## config.mk

```make
export PLATFORM = sky130hd
export DESIGN_NAME = pcie_tx_req_arbiter
export DESIGN_NICKNAME = d
export VERILOG_FILES = /design/src/rtl/pcie_tx_req_arbiter.sv
export SDC_FILE = /design/constraint.sdc
export NUM_CORES = 1
export LEC_CHECK = 0
export CORE_MARGIN = 8
export CORE_UTILIZATION = 56
export CTS_CLUSTER_DIAMETER = 50
export DETAILED_ROUTE_END_ITERATION = 8
export PLACE_DENSITY_LB_ADDON = 0.2
export SLEW_MARGIN = 20
export SYNTH_ARGS = -nofsm -noshare
export SYNTH_HDL_FRONTEND = slang
export SYNTH_SLANG_ARGS = --single-unit
```

## constraint.sdc

```tcl
create_clock -name pcie_clk -period 5.31 [get_ports pcie_clk]
set_input_delay 1.593 -clock pcie_clk [delete_from_list [all_inputs] [get_ports pcie_clk]]
set_output_delay 1.593 -clock pcie_clk [all_outputs]
set_load 0.02 [all_outputs]
```

## src/rtl/pcie_tx_req_arbiter.sv

```systemverilog
// pcie_tx_req_arbiter: round-robin scheduler of the completion, posted-write
// and non-posted-read TX request queues onto the single TRN transmit path.
// One TLP is in flight at a time. A watchdog aborts a grant whose TX engine
// never reports completion, and an outstanding-read budget limits how many
// non-posted reads can be in flight.
module pcie_tx_req_arbiter #(
  parameter int unsigned MAX_RD_OUTSTANDING = 16,
  parameter int unsigned TIMEOUT_CYCLES     = 4096
) (
  input  logic       pcie_clk,
  input  logic       rst,
  input  logic       bus_master_en,
  input  logic [3:0] trn_tbuf_av,
  input  logic       cm_q_req_v,
  input  logic       wr_q_req_v,
  input  logic       rd_q_req_v,
  output logic       cm_q_req_grant,
  output logic       wr_q_req_grant,
  output logic       rd_q_req_grant,
  input  logic       tx_done,
  input  logic       rd_cpl_done,
  output logic [1:0] sel,
  output logic       busy,
  output logic [4:0] rd_outstanding,
  output logic       protocol_err
);

  localparam int unsigned    WDW     = (TIMEOUT_CYCLES > 2) ? $clog2(TIMEOUT_CYCLES) : 1;
  localparam logic [WDW-1:0] WD_LAST = WDW'(TIMEOUT_CYCLES - 1);
  localparam logic [4:0]     RD_MAX  = 5'(MAX_RD_OUTSTANDING);
  localparam logic [1:0]     SEL_NONE = 2'd3;

  typedef enum logic [1:0] {
    ST_IDLE,
    ST_GRANT,
    ST_ACTIVE
  } state_t;

  state_t         state;
  logic [1:0]     last;
  logic [WDW-1:0] wd_cnt;
  logic [2:0]     elig;
  logic           win_v;
  logic [1:0]     win;
  logic           cpl_underflow;

  // Per-source eligibility, indexed by source id (0=cm, 1=wr, 2=rd)
  always_comb begin
    elig[0] = cm_q_req_v & trn_tbuf_av[2];
    elig[1] = wr_q_req_v & trn_tbuf_av[1] & bus_master_en;
    elig[2] = rd_q_req_v & trn_tbuf_av[0] & bus_master_en &
              (rd_outstanding < RD_MAX);
  end

  // Round-robin search starting one past the last winner, wrapping mod 3
  always_comb begin
    int unsigned idx;
    logic [1:0]  idx2;
    win_v = 1'b0;
    win   = '0;
    for (int unsigned i = 0; i < 3; i++) begin
      idx  = (32'(last) + 32'd1 + i) % 32'd3;
      idx2 = 2'(idx);
      if (!win_v && elig[idx2]) begin
        win_v = 1'b1;
        win   = idx2;
      end
    end
  end

  // A read tag retired while none are outstanding (and none being added)
  always_comb begin
    cpl_underflow = rd_cpl_done & ~rd_q_req_grant & (rd_outstanding == '0);
  end

  // Grant FSM with registered grant/sel/busy, watchdog and sticky error flag
  always_ff @(posedge pcie_clk) begin
    if (rst) begin
      state          <= ST_IDLE;
      last           <= 2'd2;
      wd_cnt         <= '0;
      cm_q_req_grant <= 1'b0;
      wr_q_req_grant <= 1'b0;
      rd_q_req_grant <= 1'b0;
      sel            <= SEL_NONE;
      busy           <= 1'b0;
      protocol_err   <= 1'b0;
    end else begin
      cm_q_req_grant <= 1'b0;
      wr_q_req_grant <= 1'b0;
      rd_q_req_grant <= 1'b0;
      if (cpl_underflow) protocol_err <= 1'b1;
      case (state)
        ST_IDLE: begin
          if (tx_done) protocol_err <= 1'b1;
          if (win_v) begin
            cm_q_req_grant <= (win == 2'd0);
            wr_q_req_grant <= (win == 2'd1);
            rd_q_req_grant <= (win == 2'd2);
            sel            <= win;
            busy           <= 1'b1;
            last           <= win;
            state          <= ST_GRANT;
          end else begin
            sel  <= SEL_NONE;
            busy <= 1'b0;
          end
        end
        ST_GRANT: begin
          if (tx_done) protocol_err <= 1'b1;
          wd_cnt <= '0;
          state  <= ST_ACTIVE;
        end
        ST_ACTIVE: begin
          if (tx_done || (wd_cnt == WD_LAST)) begin
            if (!tx_done) protocol_err <= 1'b1;
            sel   <= SEL_NONE;
            busy  <= 1'b0;
            state <= ST_IDLE;
          end else begin
            wd_cnt <= wd_cnt + WDW'(1);
          end
        end
        default: state <= ST_IDLE;
      endcase
    end
  end

  // Outstanding-read counter: +1 on the rd grant pulse, -1 per retired tag
  always_ff @(posedge pcie_clk) begin
    if (rst) begin
      rd_outstanding <= '0;
    end else if (rd_q_req_grant && !rd_cpl_done) begin
      rd_outstanding <= rd_outstanding + 5'd1;
    end else if (!rd_q_req_grant && rd_cpl_done && (rd_outstanding != '0)) begin
      rd_outstanding <= rd_outstanding - 5'd1;
    end
  end

endmodule

```

Word level (Yosys, flattened, before mapping)
Cells that the tools add are included.
{"block": "word_totals", "in_bits": 12, "regBits": 28}
{"block": "op_classes", "div_mod_pow": 3, "n_mux": 30, "bitwise": 11, "addsub": 6, "reduce_logical": 23, "n_eq_ne": 8, "n_lt_le_gt_ge": 4}
{"op": "32-bit by 2-bit modulo with 32-bit output, second input constant", "count": 3}
{"op": "32-bit by 1-bit adder with 32-bit output, second input constant", "count": 1}
{"op": "12-bit case mux with 2 select lines", "count": 1}
{"op": "2-bit 2-to-1 mux", "count": 7}
{"op": "12-bit by 1-bit adder with 12-bit output, second input constant", "count": 1}
{"op": "12-bit equality test, second input constant", "count": 1}
{"op": "1-bit 2-to-1 mux", "count": 12}
{"op": "12-bit 2-to-1 mux", "count": 1}
{"op": "5-bit 2-to-1 mux", "count": 2}
{"op": "2-bit by 3-bit < comparator with 1-bit output, second input constant", "count": 3}
{"op": "1-bit AND", "count": 8}
{"op": "2-bit AND reduction", "count": 4}
{"op": "1-bit binary-select mux with 2-bit select", "count": 3}
{"op": "2-bit inequality test, second input constant", "count": 3}
{"op": "2-bit case mux with 3 select lines", "count": 1}
{"op": "2-bit nonzero test", "count": 3}
{"op": "5-bit by 1-bit adder with 5-bit output, second input constant", "count": 1}
{"op": "1-bit logical AND", "count": 5}
{"op": "5-bit zero test", "count": 1}
{"op": "5-bit < comparator, second input constant", "count": 1}
{"op": "5-bit nonzero test", "count": 1}
{"op": "5-bit by 1-bit subtractor with 5-bit output, second input constant", "count": 1}
{"op": "3-bit by 2-bit adder with 4-bit output, second input constant", "count": 1}
{"op": "2-bit by 1-bit equality test with 1-bit output, second input constant", "count": 2}
{"op": "10 further kinds", "count": 18}

Longest topological paths before layout
{"block": "depth", "depth_word": 14, "depth_mapped": 9}

Worst setup path before layout
No wires, ideal clock.
{"block": "synth_timing", "path_type": "in2reg", "from": "input port rd_q_req_v", "to": "register sel[1]", "setup_time_ns": 0.120, "arrival_time_ns": 3.118, "stages": 6, "setup_slack_ns": 2.073, "cell_sequence": "and4b_2 -> nor2_2 -> a311o_1 -> or4b_1 -> buf_6 -> o31a_1"}
{"block": "synth_between", "elab_chain_cells": 14, "elab_cells_between_ends": 21, "cone_classes": "14 x mux; 3 x bitwise; 4 x reduce/logical"}
{"element": "start, declared", "line": "16", "source": "input logic rd_q_req_v,"}
{"element": "1-bit AND * (3 in a row)", "line": "51", "source": "elig[2] = rd_q_req_v & trn_tbuf_av[0] & bus_master_en &"}
{"element": "1-bit binary-select mux with 2-bit select", "line": "64", "source": "if (!win_v && elig[idx2]) begin"}
{"element": "1-bit 2-to-1 mux (implied by the code)", "line": "64"}
{"element": "1-bit 2-to-1 mux", "line": "64"}
{"element": "1-bit zero test", "line": "64"}
{"element": "1-bit logical AND", "line": "64"}
{"element": "1-bit 2-to-1 mux", "line": "64"}
{"element": "1-bit zero test", "line": "64"}
{"element": "1-bit logical AND", "line": "64"}
{"element": "2-bit 2-to-1 mux or 1-bit 2-to-1 mux (tied branches)", "line": "64"}
{"element": "2-bit 2-to-1 mux *", "line": "96", "source": "if (win_v) begin"}
{"element": "2-bit case mux with 2 select lines *", "line": "93", "source": "case (state)"}
{"element": "end signal, assigned", "line": "100", "source": "sel <= win;"}
{"element": "end, declared", "line": "22", "source": "output logic [1:0] sel,"}
Mark *: on every way between the ends. The rest lies on a longest branch, timed or not. The select of a mux whose other input is x is not followed.
A chain may end at the register's enable or synchronous reset.

Worst setup path in the final report
{"block": "layout_timing", "from": "input port bus_master_en", "to": "register sel[0]"}
{"block": "layout_between", "elab_chain_cells": 13, "elab_cells_between_ends": 21, "cone_classes": "14 x mux; 3 x bitwise; 4 x reduce/logical"}
{"element": "start, declared", "line": "12", "source": "input logic bus_master_en,"}
{"element": "1-bit AND (2 in a row)", "line": "51"}
{"element": "1-bit binary-select mux with 2-bit select", "line": "64"}
{"element": "1-bit 2-to-1 mux (implied by the code)", "line": "64"}
{"element": "1-bit 2-to-1 mux", "line": "64"}
{"element": "1-bit zero test", "line": "64"}
{"element": "1-bit logical AND", "line": "64"}
{"element": "1-bit 2-to-1 mux", "line": "64"}
{"element": "1-bit zero test", "line": "64"}
{"element": "1-bit logical AND", "line": "64"}
{"element": "2-bit 2-to-1 mux or 1-bit 2-to-1 mux (tied branches)", "line": "64"}
{"element": "2-bit 2-to-1 mux *", "line": "96"}
{"element": "2-bit case mux with 2 select lines *", "line": "93"}
Marks and branches as above.

==> summary.md <==
| Metric | Value |
|---|---|
| Worst min path class | `flip-flop to flip-flop` |
| Clock sink total | `28` |
| Core area | `2500 µm²` |
| Vias | `1369` |
| Synthesized area per cell | `8.35 µm²` |
| Dominant synthesized flop cell | `dfxtp_1` |
| Mapped cell area | `1490 µm²` |
| Clock buffer depth | `2` |
| Worst-margin pin slew | `0.967 ns` |
| Endpoints failing hold | `0` |
| Synth Register Bits | `28` |
| P_leak | `0.653 nW` |
| Syn Nets | `198` |
| Hold buffers post-CTS | `0` |
| DIE AREA | `4580 µm²` |
| 1st-iter DRT viols | `96` |
| RSZ-0062 raised after global routing | `false` |
| DRC | `0` |
| DRT Wirelength | `3300 µm` |
| Layout cells sized above 1 | `0.0550` |
| Final setup viols | `0` |
| Pin count of the biggest net entering global routing | `27` |
| DP HPWL | `2440 µm` |
| Seq pwr share | `0.381` |
| Num rows | `18` |
| Final ANT Viol Nets | `0` |
| I/O Pins | `24` |
| Max-cap violations | `0` |
| Gr usage total | `0.156` |
| Yosys top cell area share | `0.375` |
| Syn-to-layout area delta | `19.3%` |
| Critical path data required time | `5.56 ns` |
| PD cells | `398 nW/µm²` |
| Root Driver | `clkbuf_4` |
| # port buffers | `22` |
| CTS Buf Count | `3` |
| Critical Path AT | `3.75 ns` |
| Remaining Overflow, GRT | `0` |
| Crit path kind | `input pin to flip-flop` |
| WL per Instance | `14.3 µm` |
| DR WL met2 | `1690 µm` |
| Critical path startpoint category | `input pin` |
| Period minus WS final | `3.51 ns` |
| GPL Wtd Cong | `0.857` |
| Final Cycle Share | `0.660` |
| Clk_lat worst skew | `0.33 ns` |
| Cell taking the most area after synthesis | `dfxtp_1` |
| First-pass GRT wire length | `5690 µm` |
| VDD IR-drop max | `0.348 mV` |
| Max FO, Critical Path | `9` |
| Main area contributors after synthesis | `dfxtp_1 38%, ha_1 5.0%, nor2_1 4.8%` |
| Power share of the clock group | `0.199` |
| Post-Syn Instances | `179` |
| Drt pass-1 iters | `5` |
| Worst hold slack | `0.489 ns` |
| EDFF count, synth | `0` |
| Fill cell count | `201` |
| CTS tree | `yes` |
| Top Layer Used | `met4` |
| Die width | `67.7 µm` |
| P_int | `0.000462 W` |
| Post-cts sizing count | `0` |
| Logic pwr share | `0.420` |
| Final net count | `220` |
| N_diodes | `0` |
| Slew Viols, Final | `0` |
| Vias in the first global route | `1362` |
| # H-tree levels | `1` |
| Sequential share of the synthesized area | `0.375` |
| Total Neg Setup Slack | `0 ns` |
| Relative slew slack | `0.350` |
| Vias per cell | `5.95` |
| Initial core utilization | `0.598` |
| Synth cell types | `42` |
| Met3 routed WL | `187 µm` |
| Status | `completed` |
| Fmax | `285 MHz` |
| Ys async rst share | `0` |
| Die Ht | `67.7 µm` |
| Worst Skew | `0.0133 ns` |
| Synth warn | `0` |
| Net Switching | `0.000247 W` |
| Initial antenna violation count | `0` |
| Worst Setup End Kind | `flip-flop` |
| Worst-path clk slew | `0.16 ns` |
| Switching share of power | `0.348` |
| M1 WL | `1380 µm` |
| Post-CTS setup buffers | `0` |
[worst paths after layout]
kind / from / slack [ns] / cells after the start / to
hold / removal: busy / 0.49 / 2 / busy
setup / recovery: bus_master_en / 1.80 / 6 / sel[0]
setup reg to reg: last[0] / 2.88 / 7 / sel[0]
hold reg to reg: busy / 0.49 / 2 / busy
[Yosys cell counts, types with 3 or more instances]
cell	n
inv_1	7
nand3_1	9
xnor2_1	4
a21o_1	3
nor2b_1	3
nand4_1	3
nand2_1	16
nor3_1	8
ha_1	6
or3_1	4
clkbuf_1	5
o21ai_0	7
nor2_1	19
a21oi_1	14
a211oi_1	3
mux2i_1	6
nand2b_1	4
or4_1	3
dfxtp_1	28
[area by class of cell]
type | instances | area [µm²] | share of cell area
Tap cell | 30 | 37.5 | 0.0211
Sequential cell | 28 | 561 | 0.315
Clock inverter | 1 | 30.0 | 0.0169
Timing Repair Buffer | 23 | 228 | 0.128
Inverter | 7 | 26.3 | 0.0147
Clock buffer | 3 | 22.5 | 0.0126
Multi-Input combinational cell | 138 | 877 | 0.492
[per-layer routing]
metal	global-route usage	vias up
met2	0.273	48
li1	-	687
met3	0.0331	8
met4	0.0627	0
met5	0	-
met1	0.179	626
[cells in the final DEF, fill, tap and decap left out, drive strengths merged, types with 2 or more instances in the layout]
master	instances
dfxtp	28
clkdlybuf4s50	22
nor2	20
nand2	16
a21oi	15
nand3	9
nor3	8
inv	7
o21ai	7
mux2i	6
ha	6
nand2b	4
or3	4
xnor2	4
nand4	3
or4	3
nor2b	3
a211oi	3
a21o	3
clkbuf	3
and3	2
o31ai	2
o31a	2
a21boi	2
nor4	2
[sequential cells by signal, indices dropped and copies added, names as in the netlist]
name and flops:
wd_cnt 12, rd_outstanding 5, last 2, sel 2
state 2, busy 1, cm_q_req_grant 1, protocol_err 1
rd_q_req_grant 1, wr_q_req_grant 1
[per-stage QoR]
stage	std cells	worst slack (ns)	total power [W]	utilization	instance area, µm²
2_1_floorplan	179	2.07	0.000480	-	1490
3_3_place_gp	226	1.48	0.000556	0.692	1730
3_5_place_dp	226	1.44	0.000572	0.692	1730
4_1_cts	230	1.80	0.000715	0.713	1780
5_1_grt	230	1.65	0.000753	0.713	1780
6_report	230	1.80	0.000709	0.713	1780
[worst max-delay path, cell delays in order]
cell             delay [ns]
clkdlybuf4s50_1        0.46
and4b_2                0.28
nor2_2                 0.06
a311o_1                0.34
or4b_1                 0.67
o31a_1                 0.35
[cells by family (layout without fill, tap and decap cells)]
group / after synthesis / in the layout / share of synthesized area
flops: 28 / 28 / 0.375
simple gates: 80 / 80 / 0.276
fa+ha+maj: 8 / 8 / 0.0704
xor+xnor: 4 / 4 / 0.0234
buf+inv: 13 / 34 / 0.0377
mux: 6 / 6 / 0.0402
compound gates: 40 / 40 / 0.177
[power groups by stage]
stage          clock [W]  sequential [W]  combinational [W]
6_report        0.000141        0.000270           0.000298
5_1_grt         0.000152        0.000275           0.000325
4_1_cts         0.000144        0.000270           0.000301
3_5_place_dp           0        0.000274           0.000298
3_3_place_gp           0        0.000272           0.000284
2_1_floorplan          0        0.000299           0.000181
Note: power is estimated with default switching activity, not from simulation.
